`config.mk`:
```
export PLATFORM = sky130hd
export DESIGN_NAME = uart_rx_fsm_flat
export DESIGN_NICKNAME = d
export VERILOG_FILES = /design/src/rtl/uart_rx_pkg.sv /design/src/rtl/uart_rx_fsm_if.sv /design/src/rtl/uart_rx_data_sampler.sv /design/src/rtl/uart_rx_fsm.sv /design/src/flat_wrapper.sv
export SDC_FILE = /design/constraint.sdc
export NUM_CORES = 1
export LEC_CHECK = 0
export ABC_CLOCK_PERIOD_IN_PS = 2160
export CAP_MARGIN = 10
export CORE_MARGIN = 2
export CORE_UTILIZATION = 44
export DETAILED_ROUTE_END_ITERATION = 8
export GPL_TIMING_DRIVEN = 0
export PLACE_DENSITY = 0.72
export SLEW_MARGIN = 15
export SYNTH_ARGS = -nofsm -noshare
export SYNTH_HDL_FRONTEND = slang
export SYNTH_SLANG_ARGS = --single-unit
```
`constraint.sdc`:
```
create_clock -name clk -period 2.16 [get_ports clk]
set_input_delay 0.432 -clock clk [delete_from_list [all_inputs] [get_ports clk]]
set_output_delay 0.432 -clock clk [all_outputs]
set_load 0.05 [all_outputs]
```
`src/rtl/uart_rx_pkg.sv`:
```
// Shared types and constants for the UART receive path.
package uart_rx_pkg;

  localparam int DATA_BITS = 8;

  localparam logic PAR_EVEN = 1'b0;
  localparam logic PAR_ODD  = 1'b1;

  typedef enum logic [2:0] {
    IDLE   = 3'd0,
    START  = 3'd1,
    DATA   = 3'd2,
    PARITY = 3'd3,
    STOP   = 3'd4
  } rx_state_e;

  function automatic logic parity_bit(input logic [DATA_BITS-1:0] d, input logic par_type);
    return (par_type == PAR_ODD) ? ~^d : ^d;
  endfunction

endpackage

```
`src/rtl/uart_rx_fsm_if.sv`:
```
// Counter link and received-byte bus between the RX control FSM and its neighbours.
interface uart_rx_fsm_if;

  logic [4:0]                      edge_cnt_in;
  logic [3:0]                      bit_cnt_in;
  logic                            en_counter_out;
  logic                            cnt_clr_out;
  logic [uart_rx_pkg::DATA_BITS-1:0] p_data_out;
  logic                            data_valid_out;
  logic                            par_err_out;
  logic                            stp_err_out;

  modport master (
    input  edge_cnt_in, bit_cnt_in,
    output en_counter_out, cnt_clr_out, p_data_out, data_valid_out, par_err_out, stp_err_out
  );

  modport slave (
    output edge_cnt_in, bit_cnt_in,
    input  en_counter_out, cnt_clr_out, p_data_out, data_valid_out, par_err_out, stp_err_out
  );

endinterface

```
`src/rtl/uart_rx_data_sampler.sv`:
```
// Mid-bit sampler of the serial line; UART_RX_MAJORITY_VOTE_EN selects a 2-of-3 vote around mid.
// Latency: sampled_bit registered at edge mid (mid+1 with voting); no backpressure.
module uart_rx_data_sampler (
  input  logic       clk,
  input  logic       reset_n,
  input  logic       rx_in,
  input  logic [4:0] prescale_in,
  input  logic [4:0] edge_cnt_in,
  output logic       sampled_bit
);

  logic [4:0] mid;
  logic       unused_prescale_lsb;

  assign mid                 = {1'b0, prescale_in[4:1]};
  assign unused_prescale_lsb = prescale_in[0];

`ifdef UART_RX_MAJORITY_VOTE_EN
  logic s_early;
  logic s_mid;

  always_ff @(posedge clk or negedge reset_n) begin
    if (!reset_n) begin
      s_early     <= 1'b0;
      s_mid       <= 1'b0;
      sampled_bit <= 1'b0;
    end else begin
      if (edge_cnt_in == mid - 5'd1) s_early <= rx_in;
      if (edge_cnt_in == mid)        s_mid   <= rx_in;
      if (edge_cnt_in == mid + 5'd1)
        sampled_bit <= (s_early & s_mid) | (s_early & rx_in) | (s_mid & rx_in);
    end
  end
`else
  always_ff @(posedge clk or negedge reset_n) begin
    if (!reset_n) begin
      sampled_bit <= 1'b0;
    end else if (edge_cnt_in == mid) begin
      sampled_bit <= rx_in;
    end
  end
`endif

endmodule

```
`src/rtl/uart_rx_fsm.sv`:
```
// UART RX control: start/data/parity/stop sequencing against an external edge/bit counter.
// Latency: valid/error pulse one cycle after the stop (or parity) evaluation; no backpressure. Option: UART_RX_MAJORITY_VOTE_EN.
module uart_rx_fsm
  import uart_rx_pkg::*;
(
  input  logic              clk,
  input  logic              reset_n,
  input  logic              rx_in,
  input  logic [4:0]        prescale_in,
  input  logic              par_en_in,
  input  logic              par_type_in,
  uart_rx_fsm_if.master     rx_if
);

  rx_state_e              state_q, state_d;
  logic [DATA_BITS-1:0]   shift_q;
  logic [DATA_BITS-1:0]   p_data_q;
  logic                   par_en_q, par_type_q;
  logic                   vld_q, perr_q, serr_q;
  logic                   sampled_bit;
  logic [4:0]             last;
  logic                   eval;

  logic en_counter, cnt_clr, latch_cfg, shift_en, load_data, set_perr, set_serr;

  assign last = prescale_in - 5'd1;
  assign eval = (rx_if.edge_cnt_in == last);

  uart_rx_data_sampler u_sampler (
    .clk         (clk),
    .reset_n     (reset_n),
    .rx_in       (rx_in),
    .prescale_in (prescale_in),
    .edge_cnt_in (rx_if.edge_cnt_in),
    .sampled_bit (sampled_bit)
  );

  always_ff @(posedge clk or negedge reset_n) begin
    if (!reset_n) state_q <= IDLE;
    else          state_q <= state_d;
  end

  always_comb begin
    state_d    = state_q;
    en_counter = 1'b1;
    cnt_clr    = 1'b0;
    latch_cfg  = 1'b0;
    shift_en   = 1'b0;
    load_data  = 1'b0;
    set_perr   = 1'b0;
    set_serr   = 1'b0;
    case (state_q)
      IDLE: begin
        // Gated by reset so the counter never runs while the block is held in reset.
        en_counter = ~rx_in & reset_n;
        if (!rx_in) begin
          state_d   = START;
          latch_cfg = 1'b1;
        end
      end
      START: begin
        if (eval && rx_if.bit_cnt_in == 4'd0) begin
          if (!sampled_bit) begin
            state_d = DATA;
          end else begin
            state_d = IDLE;
            cnt_clr = 1'b1;
          end
        end
      end
      DATA: begin
        if (eval) begin
          shift_en = 1'b1;
          if (rx_if.bit_cnt_in == 4'(DATA_BITS))
            state_d = par_en_q ? PARITY : STOP;
        end
      end
      PARITY: begin
        if (eval) begin
          if (sampled_bit != parity_bit(shift_q, par_type_q)) begin
            state_d  = IDLE;
            cnt_clr  = 1'b1;
            set_perr = 1'b1;
          end else begin
            state_d = STOP;
          end
        end
      end
      STOP: begin
        if (eval) begin
          state_d = IDLE;
          cnt_clr = 1'b1;
          if (sampled_bit) load_data = 1'b1;
          else             set_serr  = 1'b1;
        end
      end
      default: state_d = IDLE;
    endcase
  end

  always_ff @(posedge clk or negedge reset_n) begin
    if (!reset_n) begin
      shift_q    <= '0;
      p_data_q   <= '0;
      par_en_q   <= 1'b0;
      par_type_q <= PAR_EVEN;
      vld_q      <= 1'b0;
      perr_q     <= 1'b0;
      serr_q     <= 1'b0;
    end else begin
      if (latch_cfg) begin
        par_en_q   <= par_en_in;
        par_type_q <= par_type_in;
      end
      // LSB arrives first, so each new bit enters at the top and walks down.
      if (shift_en)  shift_q  <= {sampled_bit, shift_q[DATA_BITS-1:1]};
      if (load_data) p_data_q <= shift_q;
      vld_q  <= load_data;
      perr_q <= set_perr;
      serr_q <= set_serr;
    end
  end

  assign rx_if.en_counter_out = en_counter;
  assign rx_if.cnt_clr_out    = cnt_clr;
  assign rx_if.p_data_out     = p_data_q;
  assign rx_if.data_valid_out = vld_q;
  assign rx_if.par_err_out    = perr_q;
  assign rx_if.stp_err_out    = serr_q;

endmodule

```
`src/flat_wrapper.sv`:
```
// flat-port wrapper written by rule: the top's interface ports become plain ports
module uart_rx_fsm_flat import uart_rx_pkg::*;
  (clk, reset_n, rx_in, prescale_in, par_en_in, par_type_in, rx_if_edge_cnt_in, rx_if_bit_cnt_in, rx_if_en_counter_out, rx_if_cnt_clr_out, rx_if_p_data_out, rx_if_data_valid_out, rx_if_par_err_out, rx_if_stp_err_out);
  uart_rx_fsm_if rx_if_i ();
  input  logic clk;
  input  logic reset_n;
  input  logic rx_in;
  input  logic [4:0] prescale_in;
  input  logic par_en_in;
  input  logic par_type_in;
  input wire logic [$bits(rx_if_i.edge_cnt_in)-1:0] rx_if_edge_cnt_in;
  input wire logic [$bits(rx_if_i.bit_cnt_in)-1:0] rx_if_bit_cnt_in;
  output wire logic [$bits(rx_if_i.en_counter_out)-1:0] rx_if_en_counter_out;
  output wire logic [$bits(rx_if_i.cnt_clr_out)-1:0] rx_if_cnt_clr_out;
  output wire logic [$bits(rx_if_i.p_data_out)-1:0] rx_if_p_data_out;
  output wire logic [$bits(rx_if_i.data_valid_out)-1:0] rx_if_data_valid_out;
  output wire logic [$bits(rx_if_i.par_err_out)-1:0] rx_if_par_err_out;
  output wire logic [$bits(rx_if_i.stp_err_out)-1:0] rx_if_stp_err_out;
  assign rx_if_i.edge_cnt_in = rx_if_edge_cnt_in;
  assign rx_if_i.bit_cnt_in = rx_if_bit_cnt_in;
  assign rx_if_en_counter_out = rx_if_i.en_counter_out;
  assign rx_if_cnt_clr_out = rx_if_i.cnt_clr_out;
  assign rx_if_p_data_out = rx_if_i.p_data_out;
  assign rx_if_data_valid_out = rx_if_i.data_valid_out;
  assign rx_if_par_err_out = rx_if_i.par_err_out;
  assign rx_if_stp_err_out = rx_if_i.stp_err_out;
  uart_rx_fsm u_core (.clk(clk), .reset_n(reset_n), .rx_in(rx_in), .prescale_in(prescale_in), .par_en_in(par_en_in), .par_type_in(par_type_in), .rx_if(rx_if_i));
endmodule
```
==> flow_summary.json <==
{
  "min-delay-path-class": "input port to asynchronous set/reset pin",
  "synth_largest_type_area_fraction_pct": 44.6,
  "worstSetupStartpoint": "u_core.shift_q[5]",
  "drt_first_pass_iters": 4,
  "endpoint_of_the_lowest_slack_register_to_register_path": "u_core.state_q[2]",
  "total_leakage_power_nw": 0.920,
  "cts.clk_slew.worst_paths_ns": 0.13,
  "drt-wirelength-per-cell_microns": 13.1,
  "cts_made_buffers": 3,
  "internal_power_mw": 0.772,
  "first_iter_violations": 16,
  "run_status": "finished, violations left",
  "routed-via-count": 1028,
  "ff2ff_setup_slack_ns": 0.26,
  "antenna_found_initial": 0,
  "muxShareOfSynthArea_pct": 18.1,
  "crit_path_max_fanout": 3,
  "drcViolationCount": 0,
  "path_cells": "xor2_1, xnor3_1, xnor2_2, or3b_4, a21oi_4, buf_6",
  "unrepaired_setup_endpoints_after_global_routing": "true",
  "h_tree_depth_reported_by_cts": 1,
  "grt.total_usage_pct": 15.1,
  "global_route_wire_length_before_repair_microns": 4240,
  "combinational_power_share_pct": 34.6,
  "pin_count_of_the_biggest_net_entering_global_routing": 27,
  "yosys.area_share.xor_xnor_pct": 12.2,
  "finalMaxSlewViolations": 0,
  "endpoint": "rx_if_cnt_clr_out",
  "die_h_microns": 60.5,
  "setup.worst_path.start_class": "register",
  "post-synth-top-area-cell": "dfrtp_1",
  "synth.distinct_cells": 39,
  "holdBufCountCts": 0,
  "final.setup_skew_ns": 0.00145,
  "synth_compound_gate_area_share_pct": 9.63,
  "timing.slew.headroom_pct": 63.7,
  "simple_gate_share_of_the_synthesized_area_pct": 11.6,
  "design.core.area_sq_mm": 0.00305,
  "fraction_of_the_mapped_netlist_area_in_adder_cells_pct": 0.892,
  "critical_path_required_ns": 1.73,
  "std_cell_rows": 20,
  "drv_cap": 0,
  "final_setup_margin_ns": -0.550,
  "port-buffer-count": 31,
  "final_min_period_over_clock_period_pct": 125,
  "power.ir.vdd_worst_mv": 0.224,
  "die_area_sq_mm": 0.00366,
  "yosys_register_bits": 25,
  "pwr_density_cell_mw_per_mm2": 580,
  "crit_arrival_ns": 2.28,
  "tritoncts": "done",
  "r2r_cells": 5,
  "post-dp-hpwl_microns": 1920,
  "n_antenna_cell": 0,
  "die_w_microns": 60.5,
  "number_of_top_level_pins": 32,
  "cts-root-to-sink-buffers": 2,
  "fin_crit_ns": 2.71,
  "final_cell_area_sq_mm": 0.00194,
  "fin_nets": 181,
  "syn_inst": 116,
  "switching_share_pct": 31.4,
  "crit_buf_inv": 1,
  "synth_top_cells_by_area": "dfrtp_1, mux2_2, mux2_4, xnor2_1, xor2_1",
  "hold_violations": 0,
  "initial_utilization_pct": 45.9,
  "maximum_cell_stage_delay_along_the_critical_path_ns": 0.46,
  "detail_route.vias_per_cell": 5.04,
  "critPathKind": "register to output port",
  "critPathSlowestCell": "xnor3_1",
  "critical_path_depth": 6,
  "p_sw_mw": 0.353,
  "setup_viol": 1,
  "synth.net_count": 136,
  "pre_cts_slack_ns": -1.27,
  "part_of_the_total_power_dissipated_in_sequential_elements_pct": 47.4,
  "place_congestion": 0.841,
  "largest_family_of_logic_cells_by_synthesized_area": "multiplexers",
  "cts_root_buffer": "clkbuf_4",
  "placed_cells_incl_taps": 191,
  "clkSinkCount": 25,
  "worstReg2RegStart": "u_core.shift_q[5]",
  "finalNonFillerCells": 204,
  "syn-mean-instance-area_sq_um": 12.1,
  "placedInstanceArea_sq_mm": 0.00182,
  "max_slew.worst_pin.slew_ns": 0.545,
  "worstSetupEndpointType": "output port",
  "power.clock.fraction_pct": 18.0,
  "violations": "setup timing",
  "finish.utilization_pct": 63.6,
  "yosysSeqAreaShare_pct": 44.6,
  "yosys_warnings": 0,
  "drive_above_1_share_pct": 38.8,
  "critical_path.top_delay_family": "XOR/XNOR gates",
  "max_freq_mhz": 369,
  "detail-route-antenna-nets": 0,
  "syn_area_sq_mm": 0.00140,
  "worst_skew_pair.late_latency_ns": 0.31,
  "grt_overflow_total": 0,
  "first_global_vias": 1022,
  "total_power_mw": 1.13,
  "synthToLayoutAreaGrowth_pct": 38.4,
  "wl_microns": 2670
}
[registers in the layout, summed over array words and instances (netlist names)]
signal,flops
u_core.rx_if.p_data_out,8
u_core.rx_if.data_valid_out,1
u_core.u_sampler.sampled_bit,1
u_core.par_type_q,1
u_core.rx_if.par_err_out,1
u_core.par_en_q,1
u_core.rx_if.stp_err_out,1
u_core.shift_q,8
u_core.state_q,3
[placed cells by master, fill, tap and decap left out, types with 3 or more instances in the layout]
cell type / instances
buf_4: 11
xor2_1: 4
clkdlybuf4s50_1: 18
dfrtp_1: 23
mux2_2: 11
inv_1: 3
clkbuf_4: 3
buf_6: 3
mux2_4: 8
clkbuf_2: 3
nand2_1: 4
dlymetal6s2s_1: 5
xnor2_1: 11
nor2_1: 7
[synthesized netlist by cell type, drive strengths merged]
cell	count
xnor3	1
dfrtp	25
buf	1
o21ba	1
xor2	5
nor3	2
mux2i	1
o32ai	1
a21o	2
mux2	19
clkbuf	3
nor2b	1
xnor2	12
or3b	1
a221o	1
or4	1
nand4	1
a211oi	2
a22oi	1
nand2b	2
o21ai	2
o211ai	1
nand2	4
nor2	7
nand4bb	1
o21a	1
inv	5
or4b	2
a21oi	1
a2111oi	1
or2	1
nor4	3
o2bb2ai	1
nand3	2
ha	1
[layout make-up]
| cell class | instances | area (sq um) |
|---|---|---|
| fillers | 265 | 1110 |
| multi-input cells | 82 | 796 |
| flip-flops and latches | 25 | 628 |
| repair buffers | 42 | 389 |
| well taps | 44 | 55.1 |
| inverters | 5 | 36.3 |
| clock buffers | 3 | 22.5 |
| plain buffers | 2 | 8.76 |
| clock inverters | 1 | 5.00 |
[layer usage]
layer	up-vias	wire, microns	track usage (%)
li1	501	-	-
met1	502	1160	17.9
met2	23	1400	28.6
met3	2	89	1.71
met4	0	19	4.66
met5	-	0	0
[power groups by stage]
| stage | clock network [mW] | registers [mW] | logic [mW] |
|---|---|---|---|
| 6_report | 0.202 | 0.534 | 0.389 |
| 5_1_grt | 0.228 | 0.539 | 0.420 |
| 4_1_cts | 0.210 | 0.533 | 0.364 |
| 3_3_place_gp | 0 | 0.552 | 0.336 |
| 2_1_floorplan | 0 | 0.541 | 0.245 |
| 3_5_place_dp | 0 | 0.552 | 0.341 |
[metrics by stage]
stage	hold slack, ns	setup TNS (ns)
after floorplan	0.136	-1.15
after global placement	0.487	-18.52
after detailed placement	0.492	-19.28
after CTS	0.223	-2.64
after global routing	0.102	-0.697
final	0.0848	-0.550
[worst min-delay path by stage]
stage                                           from                    endpoint  slack [ns]
after floorplan                              reset_n             u_core.par_en_q        0.14
after global placement    u_core.rx_if.p_data_out[2]  u_core.rx_if.p_data_out[2]        0.49
after detailed placement  u_core.rx_if.p_data_out[0]  u_core.rx_if.p_data_out[0]        0.49
after CTS                                    reset_n  u_core.rx_if.p_data_out[3]        0.22
after global routing                         reset_n  u_core.rx_if.p_data_out[3]        0.10
final                                        reset_n  u_core.rx_if.p_data_out[3]        0.08
[logic make-up after synthesis]
| family | after synthesis |
|---|---|
| and+or+nand+nor | 28 |
| DFF | 25 |
| muxes | 20 |
| xor gates and xnor gates | 18 |
| AOI/OAI and AO/OA | 15 |
| buffers and inverters | 9 |
| adders and majority gates | 1 |
[what timing repair did]
item | in CTS | in global routing
gates resized for setup | 19 | 34
setup buffers | 5 | 6
pin swaps | 2 | 7
endpoints found under the setup margin | 21 | 16
(Power assumes the default switching activity.)
